<file path="src/rtl/timer_periph.sv">
// Bus-mapped 32-bit timer: prescaled counter with compare match,
// optional auto-reload, sticky pending flag and level interrupt.
// Register map on addr[4:2]: 0 CTRL, 1 COUNT, 2 COMPARE, 3 PRESCALE, 4 STATUS.
module timer_periph #(
   parameter int          PRE_W   = 16,
   parameter logic [31:0] CMP_RST = 32'hFFFF_FFFF
) (
   input  logic        clk,
   input  logic        rst,
   input  logic        ce,
   input  logic        we,
   input  logic [31:0] addr,
   input  logic [3:0]  sel,
   input  logic [31:0] data_i,
   output logic [31:0] data_o,
   output logic        timer_irq_o
);

   typedef enum logic [2:0] {
      REG_CTRL     = 3'd0,
      REG_COUNT    = 3'd1,
      REG_COMPARE  = 3'd2,
      REG_PRESCALE = 3'd3,
      REG_STATUS   = 3'd4
   } reg_e;

   logic             en;
   logic             auto_rl;
   logic             ie;
   logic [31:0]      count;
   logic [31:0]      compare;
   logic [PRE_W-1:0] prescale;
   logic [PRE_W-1:0] pre_cnt;
   logic             pend;

   logic [2:0]       reg_idx;
   logic             wr;
   logic             wr_ctrl;
   logic             wr_count;
   logic             wr_compare;
   logic             wr_prescale;
   logic             wr_status;
   logic             tick;
   logic             match;
   logic [PRE_W-1:0] prescale_wr;
   logic             unused_addr;

   assign reg_idx     = addr[4:2];
   assign unused_addr = ^{addr[31:5], addr[1:0]};
   assign wr          = ce & we;
   assign wr_ctrl     = wr && (reg_idx == REG_CTRL);
   assign wr_count    = wr && (reg_idx == REG_COUNT);
   assign wr_compare  = wr && (reg_idx == REG_COMPARE);
   assign wr_prescale = wr && (reg_idx == REG_PRESCALE);
   assign wr_status   = wr && (reg_idx == REG_STATUS);

   // A tick fires when the prescaler reaches PRESCALE; a match also needs COUNT==COMPARE.
   assign tick  = en && (pre_cnt == prescale);
   assign match = tick && (count == compare);

   // Interrupt is a pure function of flops, so the bus cannot glitch it.
   assign timer_irq_o = pend & ie;

   // Replace only the byte lanes enabled by sel.
   function automatic logic [31:0] merge_bytes(input logic [31:0] old_val,
                                               input logic [31:0] new_val,
                                               input logic [3:0]  lanes);
      logic [31:0] res;
      res = old_val;
      for (int b = 0; b < 4; b++) begin
         if (lanes[b]) res[8*b +: 8] = new_val[8*b +: 8];
      end
      return res;
   endfunction

   // Byte-lane merge for the narrower PRESCALE register.
   always_comb begin
      prescale_wr = prescale;
      for (int i = 0; i < PRE_W; i++) begin
         if (sel[i/8]) prescale_wr[i] = data_i[i];
      end
   end

   // Control bits and the plain configuration registers.
   always_ff @(posedge clk or negedge rst) begin
      if (!rst) begin
         en       <= 1'b0;
         auto_rl  <= 1'b0;
         ie       <= 1'b0;
         compare  <= CMP_RST;
         prescale <= '0;
      end else begin
         if (wr_ctrl && sel[0]) begin
            en      <= data_i[0];
            auto_rl <= data_i[1];
            ie      <= data_i[2];
         end
         if (wr_compare)  compare  <= merge_bytes(compare, data_i, sel);
         if (wr_prescale) prescale <= prescale_wr;
      end
   end

   // Prescaler: held at zero while disabled or when EN is being written to 0.
   always_ff @(posedge clk or negedge rst) begin
      if (!rst) begin
         pre_cnt <= '0;
      end else if (!en || (wr_ctrl && sel[0] && !data_i[0])) begin
         pre_cnt <= '0;
      end else if (tick) begin
         pre_cnt <= '0;
      end else begin
         pre_cnt <= pre_cnt + PRE_W'(1);
      end
   end

   // Main counter: a bus write beats the tick's increment or reload.
   always_ff @(posedge clk or negedge rst) begin
      if (!rst) begin
         count <= '0;
      end else if (wr_count) begin
         count <= merge_bytes(count, data_i, sel);
      end else if (tick) begin
         count <= (match && auto_rl) ? 32'd0 : count + 32'd1;
      end
   end

   // Pending flag: a new match beats a simultaneous write-1-to-clear.
   always_ff @(posedge clk or negedge rst) begin
      if (!rst) begin
         pend <= 1'b0;
      end else if (match) begin
         pend <= 1'b1;
      end else if (wr_status && sel[0] && data_i[0]) begin
         pend <= 1'b0;
      end
   end

   // Combinational read mux, zero when not reading.
   always_comb begin
      data_o = 32'h0;
      if (ce && !we) begin
         case (reg_idx)
            REG_CTRL:     data_o = {29'h0, ie, auto_rl, en};
            REG_COUNT:    data_o = count;
            REG_COMPARE:  data_o = compare;
            REG_PRESCALE: data_o = 32'(prescale);
            REG_STATUS:   data_o = {31'h0, pend};
            default:      data_o = 32'h0;
         endcase
      end
   end

endmodule

</file>
<file path="config.mk">
export PLATFORM = sky130hd
export DESIGN_NAME = timer_periph
export DESIGN_NICKNAME = d
export VERILOG_FILES = /design/src/rtl/timer_periph.sv
export SDC_FILE = /design/constraint.sdc
export NUM_CORES = 1
export LEC_CHECK = 0
export ABC_AREA = 1
export BUFFER_PORTS_ARGS = -buffer_cell sky130_fd_sc_hd__buf_2
export CORE_ASPECT_RATIO = 1.75
export CORE_MARGIN = 3
export CORE_UTILIZATION = 54
export CTS_CLUSTER_SIZE = 10
export DETAILED_ROUTE_END_ITERATION = 16
export HOLD_SLACK_MARGIN = 0.06
export PLACE_DENSITY = 0.74
export SETUP_SLACK_MARGIN = 0.4
export SLEW_MARGIN = 20
export SYNTH_ARGS = -nofsm -noshare
export SYNTH_HDL_FRONTEND = slang
export SYNTH_SLANG_ARGS = --single-unit
</file>
<file path="constraint.sdc">
create_clock -name clk -period 5.25 [get_ports clk]
set_clock_uncertainty 0.1 [all_clocks]
set_input_delay 0.525 -clock clk [delete_from_list [all_inputs] [get_ports clk]]
set_output_delay 0.525 -clock clk [all_outputs]
set_load 0.1 [all_outputs]
</file>
### Word level (Yosys, flattened, before mapping)

Cells that the tools add are included.

* output and inout port bits: 33
* logic and storage cells: 72
* bits in registers: 100

* reductions and logical operators: 30
* equality and inequality tests: 10
* bitwise logic cells: 2
* add/subtract/negate cells: 2
* multiplexer cells: 13

Operators with widths (count)
* 32-bit one-hot mux with 5 select lines: 1
* 32-bit 2-to-1 mux: 4
* 32-bit by 1-bit adder with 32-bit output (second input constant): 1
* 32-bit == test: 1
* 16-bit 2-to-1 mux: 2
* 8-bit 2-to-1 mux: 4
* 2-bit AND reduction: 10
* 16-bit by 1-bit adder with 16-bit output (second input constant): 1
* 16-bit == test: 1
* 1-bit logical AND: 13
* 2-bit != test (second input constant): 4
* 3-bit by 2-bit == test with 1-bit output (second input constant): 2
* 2-bit nonzero test: 2
* 3-bit by 1-bit == test with 1-bit output (second input constant): 1
* 3-bit == test (second input constant): 1
* 1-bit zero test: 3
* 3-bit zero test: 1
* 1-bit AND: 2
* 1-bit 2-to-1 mux: 2
* 1-bit logical OR: 1

### Longest topological paths before layout

Gate-level depths: netlist of the first run.

* depth in word-level cells: 7
* gate-level depth with buffers: 14

### Worst setup path after synthesis of the first run

Ideal clock, no wire load.

* path type: input to output
* start point: input addr[3]
* end point: output data_o[21]
* arrival: 2.723 ns
* path slack: 1.902 ns
* stages on the path: 4
* data required time: 4.625 ns
* cells stage by stage: nor3_4 clkbuf_1 nand2_1 a21oi_1

* longest elaborated chain between the ends: 3
* elaborated cells between the ends (all ways): 7
* those cells by class: 4 x eq/ne; 2 x mux; 1 x reduce/logical

RTL lines
* start, declared: line 12 `input logic [31:0] addr,`
* 3-bit == test (tied with other cells): line 142 `case (reg_idx)`
* 32-bit one-hot mux with 5 select lines *: line 142
* 32-bit 2-to-1 mux *: line 141 `if (ce && !we) begin`
* end, declared: line 15 `output logic [31:0] data_o,`

Mark *: on every way between the ends. The rest lies on a longest branch, timed or not.

### Final worst setup path of the first run

* start point: input addr[4]
* end point: output data_o[2]

The elaborated chain is that of the path after synthesis.

==> results of run 1 <==
[power by group]
part | switching [mW] | internal [mW]
clock | 0.331 | 0.345
combinational | 0.569 | 0.322
sequential | 0.229 | 0.977
[through the flow]
stage                     power [mW]  setup WS, ns  hold slack, ns
final                          2.773         2.064         0.07737
after global routing           2.957         1.906          0.1229
after CTS                      2.769         2.048          0.1007
after detailed placement       2.096         2.049          0.3744
after global placement         2.075         2.049          0.3668
after floorplan                1.862         1.902          0.1294
[flip-flops by register name, summed over array words and instances (netlist names)]
name and cells:
auto_rl 1, en 1, ie 1, pend 1, pre_cnt 16, compare 32, prescale 16, count 32
[path summary, 6_finish.rpt]
kind / to / slack, ns / cells past startpoint
worst min register to register: compare[15] / 0.39 / 2
worst max register to register: pre_cnt[15] / 2.85 / 13
worst max-delay path: data_o[2] / 2.06 / 7
worst min-delay path: pre_cnt[11] / 0.08 / 1
min in group clk: compare[21] / 0.28 / 3
max in group asynchronous: count[20] / 3.81 / 2
[worst reg2reg max path, delay by kind of cell (launching register included)]
family                 cells  cell delay [ns]
and+or+nand+nor            8             1.23
AOI/OAI and AO/OA          2             0.18
buffers and inverters      3             0.35
DFF                        1             0.42
[final cells by class]
| cell class | instances | share of cell area [%] |
|---|---|---|
| Timing Repair Buffer | 80 | 5.443 |
| Clock inverter | 6 | 0.7377 |
| Multi-Input combinational cell | 756 | 47.03 |
| Clock buffer | 10 | 3.131 |
| Inverter | 153 | 7.590 |
| Tap cell | 168 | 2.754 |
| Sequential cell | 100 | 33.31 |
[synth_stat cells (all sizes together), types with 19 or more instances]
master	n	area share, %
a21oi	81	5.9
buf	24	1.9
dfrtp	68	25
dfstp	32	12
inv	152	8.4
nand2	300	17
nand3	34	2.5
nand3b	19	2.1
nor2	143	8.2
nor3	28	2.7
o21ai	74	5.4
xor2	30	3.8
[cell families after synthesis]
group                    Yosys count  synth area share [%]
AO/OA/AOI/OAI                    175                 13.24
XOR/XNOR                          33                 4.200
adder cells (fa/ha/maj)            2                0.3636
buffers and inverters            188                 10.89
flip-flops                       100                 36.95
multiplexers                       1                0.1636
AND/OR/NAND/NOR                  545                 34.20
[layer usage]
metal	global-route usage, %	wire [um]
met1	31.36	7429
met2	52.00	10380
met3	2.758	875
met4	17.19	1133
met5	0	0
==> results.yml, run 1 <==
outcome:
  status: "complete, no violations"
global_routing:
  grt_pass1_vias: 6811
  grt_max_degree: 55
  overflow: 0
  grt_usage_pct: 28.43
  grt_pass1_wl_um: 32330
  antenna_found_initial: 0
critical_path:
  path_cells: "buf_2 > nor3_4 > inv_4 > o22ai_1 > a21oi_1 > a21oi_1 > buf_2"
  worstSetupPathType: "in2out"
  critPathCaptureType: "output pin"
  cp_max_fo: 18
  crit_arrival_ns: 2.56
  r2r_start: "pre_cnt[3]"
  cpLargestDelayFamily: "buffers and inverters"
  path_buf_inv: 3
  slowest_delay_ns: 0.73
  startpoint_type: "input pin"
  crit_slowest_cell: "nor3_4"
  required_ns: 4.62
  crit_start: "addr[4]"
timing:
  max_freq_mhz: 313.9
  maxSlewViolCount: 0
  min_period_over_period_pct: 60.68
  setup_viol: 0
  worstMarginPinSlew_ns: 0.8921
  slew-limit-headroom_pct: 40.20
  hold_violations: 0
  tns_ns: 0
  timing.final.crit_period_ns: 3.186
  rsz0062_at_grt: "no"
synthesis:
  ys_warn_count: 0
  syn_avg_cell_area_um2: 6.592
  ys_types: 37
  synthesis.nets: 1118
  ys_seq_area_share_pct: 36.95
  postSynthCellCount: 1044
  synth_edf_count: 0
  synth-main-ff-cell: "dfrtp_1"
  async_flop_share_pct: 100.0
  netlist_area_mm2: 0.006882
  ys_seq_elements: 100
cells_and_area:
  area_growth_pct: 10.91
  antennaDiodeCount: 0
  layout_commonest_cell: "nand2_1"
  stdcell_area_mm2: 0.007632
  multi_input_area_mm2: 0.003590
  regArea_mm2: 0.002542
  final_util_pct: 61.06
  fin_cells: 1273
  final_layout_size_suffix_gt1_share_pct: 13.76
  fill_cells: 1213
  layout_common_cells: "nand2_1 (295), inv_1 (146), nor2_1 (137), a21oi_1 (81), buf_2 (74)"
  final_nets: 1174
placed_design:
  placed_cells: 1257
  placedInstanceArea_mm2: 0.007337
  portBuffers: 75
  gp_congestion: 0.9682
  post-dp-hpwl_um: 14920
pwr:
  power.density_mw_per_mm2: 363.3
  leakagePower_nw: 3.919
  ir_drop_uv: 225.5
clocking:
  clk_path_buf_depth: 2
  root_buffer: "clkbuf_16"
  cts_buffers: 9
  clkSlewWorstSetupHoldPaths_ns: 0.08
  cts_max_level: 3
  holdBufCountCts: 0
  clk_latency_ns: 0.36
  cts_tree: "done"
  clock_sinks: 100
  post_cts_buffers: 0
  cts_resized: 0
worst_hold_path:
  hold_class: "in2async"
drt:
  drtPass1Iterations: 5
  wire_per_inst_um: 15.57
  drt_iter0_drc: 371
  drc: 0
  vias: 6859
  antenna_left: 0
  routed_wl_um: 19820
  vias_per_cell: 5.388
floorplanning:
  fp.dieW_um: 91.34
  initial_core_util_pct: 55.06
  die_y_um: 155.3
  io_pins: 105
  core_area_mm2: 0.01250
  fp.dieArea_mm2: 0.01419
  num_rows: 54
job:
  maxCapViolCount: 0
No activity file was read; power rests on OpenSTA's default activity.
==> run 2: changes to the inputs <==
Settings changed: ABC_AREA 1 to 0, CORE_UTILIZATION 54 to 52, PLACE_DENSITY 0.74 to 0.76.
Clock period 5.25 ns to 2.6 ns, I/O delays scaled along.
==> run 2 against run 1 <==
Register-to-register slack worse by 2.8 ns. Synthesized cell count is 39% lower. Hold slack worse by 0.013 ns. Setup slack worse by 2.0 ns. Utilization is 12 points higher. Sequential power is 74% higher. Critical path type is now reg2reg.
==> results.yml, run 2 <==
cells_and_area:
  layout_commonest_cell: "buf_4"
  final_util_pct: 73.13
  top_regs: "compare (32), count (32)"
  final_layout_size_suffix_gt1_share_pct: 48.85
  antennaDiodeCount: 0
  fill_cells: 771
  multi_input_area_mm2: 0.003869
  layout_common_cells: "buf_4 (79), dfrtp_1 (64), mux2_2 (62), buf_2 (56), nand3_1 (49)"
  regArea_mm2: 0.002547
  final_nets: 853
  area_growth_pct: 37.30
placed_design:
  gp_congestion: 0.9275
  portBuffers: 75
  post-dp-hpwl_um: 13590
  pre_cts_slack_ns: 0.05230
synthesis:
  synth_fa_ha_area_share_pct: 0.4057
  synth-compound-area-share_pct: 10.57
  ys_types: 57
  synthesis.nets: 707
  synth_top_area_cell: "dfrtp_1"
  ys_seq_area_share_pct: 41.22
  synth_common_cells: "dfrtp_1 (68), nor2_1 (66), mux2_2 (62)"
  synthMuxAreaShare_pct: 12.92
  postSynthCellCount: 633
  synth-simple-area-share_pct: 21.34
  yosysTopAreaCellShare_pct: 27.59
  async_flop_share_pct: 100.0
  synth_most_common_cell: "dfrtp_1"
  synth_top_family_by_area: "simple AND/OR/NAND/NOR gates"
  synth_edf_count: 0
  netlist_area_mm2: 0.006168
  syn_avg_cell_area_um2: 9.745
  ys_warn_count: 0
  synth-main-ff-cell: "dfrtp_1"
  synth_xor_area_share_pct: 8.803
  ys_seq_elements: 100
  synth_area_leaders: "dfrtp_1 (28%), dfstp_2 (14%), mux2_2 (11%), xor2_1 (8.1%), a22oi_1 (5.0%)"
drt:
  drt_iter0_drc: 445
  vias: 5882
  routed_wl_um: 20180
  antenna_left: 0
  wire_per_inst_um: 21.96
  drc: 0
  drtPass1Iterations: 7
  vias_per_cell: 6.400
timing:
  setup_viol: 0
  slew-limit-headroom_pct: 54.82
  max_freq_mhz: 393.7
  final.setup.worst_slack_ns: 0.06024
  timing.final.crit_period_ns: 2.540
  maxSlewViolCount: 0
  hold_violations: 0
  worstMarginPinSlew_ns: 0.6777
  rsz0062_at_grt: "yes"
  min_period_over_period_pct: 97.68
pwr:
  net-switching-power_mw: 1.706
  p_seq_share_pct: 41.7
  power.density_mw_per_mm2: 597.8
  leakagePower_nw: 3.648
  switching_share_pct: 33.70
  ir_drop_uv: 483.6
  p_clk_share_pct: 29.5
  power.internal_mw: 3.357
  combPwrFrac_pct: 28.8
clocking:
  clk_latency_ns: 0.35
  cts_tree: "done"
  cts_max_level: 3
  clk_path_buf_depth: 2
  clkSlewWorstSetupHoldPaths_ns: 0.07
  cts_buffers: 9
  clock_sinks: 100
  root_buffer: "clkbuf_16"
critical_path:
  slowest_delay_ns: 0.45
  cpLargestDelayFamily: "simple AND/OR/NAND/NOR gates"
  critPathCaptureType: "register"
  required_ns: 2.72
  path_buf_inv: 3
  crit_slowest_cell: "dfrtp_2"
  path_cells: "xor2_2 > nor4_4 > nand4_1 > buf_4 > nor4_4 > buf_4 > nor2_4 > buf_6 > a21oi_1 > o211ai_1"
  cp_max_fo: 7
  worstSetupPathType: "reg2reg"
  crit_arrival_ns: 2.65
  startpoint_type: "register"
global_routing:
  grt_pass1_vias: 5876
  grt_usage_pct: 29.80
  grt_pass1_wl_um: 30400
  overflow: 0
  grt_max_degree: 56
  antenna_found_initial: 0
floorplanning:
  fp.dieArea_mm2: 0.01326
  io_pins: 105
  die_y_um: 150.1
  core_area_mm2: 0.01158
  fp.dieW_um: 88.33
  num_rows: 52
  initial_core_util_pct: 53.26
worst_hold_path:
  hold_class: "in2reg"
outcome:
  status: "complete, no violations"
job:
  maxCapViolCount: 0
## run 2: cell types whose count changed in the layout (fill, tap and decap cells not counted), moves of 40 or more
cell	before	now
nand2_1	295	25
inv_1	146	17
buf_4	6	79
o21ai_0	53	3
mux2_2	1	62
a22oi_1	1	41
nor2_1	137	37
a21oi_1	81	16
## run 2: routing by layer
metal / vias to the layer above / global-route usage [%] / routed length, um
met4: 0 / 16.64 / 1060
met1: 2923 / 34.21 / 7150
li1: 2598 / - / -
met5: - / 0 / 0
met2: 285 / 52.14 / 11000
met3: 76 / 3.691 / 972
## run 2: final timing paths
| check | startpoint | end | slack [ns] | cells after the start |
|---|---|---|---|---|
| max | prescale[8] | count[24] | 0.06 | 10 |
| min | data_i[23] | compare[23] | 0.06 | 2 |
| max reg2reg | prescale[8] | count[24] | 0.06 | 10 |
| min reg2reg | ie | ie | 0.45 | 1 |
| max in group asynchronous | rst | compare[4] | 1.24 | 3 |
| min in group asynchronous | rst | prescale[11] | 0.37 | 2 |
## run 2: logic make-up after synthesis
kind of cell / after synthesis
flops: 100
xor+xnor: 62
simple gates: 247
mux: 69
fa+ha+maj: 2
compound gates: 93
buf+inv: 60
## run 2: layout make-up
type / instances / share of cell area (%)
Multi-Input combinational cell: 475 / 45.68
Tap cell: 135 / 1.994
Timing Repair Buffer: 175 / 17.59
Inverter: 18 / 0.7978
Clock buffer: 10 / 2.822
Sequential cell: 100 / 30.08
Clock inverter: 6 / 1.034
## run 2: power by group through the flow
stage | clock network (mW) | logic, mW | registers (mW)
after floorplan | 0 | 0.848 | 2.04
after global placement | 0 | 1.20 | 2.09
after detailed placement | 0 | 1.23 | 2.11
after CTS | 1.49 | 1.32 | 2.09
after global routing | 1.55 | 1.56 | 2.14
final | 1.49 | 1.46 | 2.11
## run 2: metrics by stage
stage / power (mW) / hold slack [ns] / std cells / TNS [ns] / cell area, um2
detailed placement: 3.339 / 0.2201 / 861 / 0 / 7341
global placement: 3.287 / 0.2067 / 861 / 0 / 7341
floorplan: 2.890 / -0.1356 / 633 / 0 / 6342
finish: 5.063 / 0.06460 / 919 / 0 / 8469
global route: 5.246 / 0.06908 / 919 / -0.1944 / 8469
CTS: 4.906 / 0.06425 / 901 / 0 / 8045
## run 2: what timing repair did
item                                    in CTS  in global routing
endpoints found under the setup margin      50                 50
setup buffers                               15                 15
gates cloned                                 3                  3
endpoints found under the hold margin       29                  0
pin swaps                                   21                 47
hold buffers                                 6                  0
gates resized for setup                     35                 60
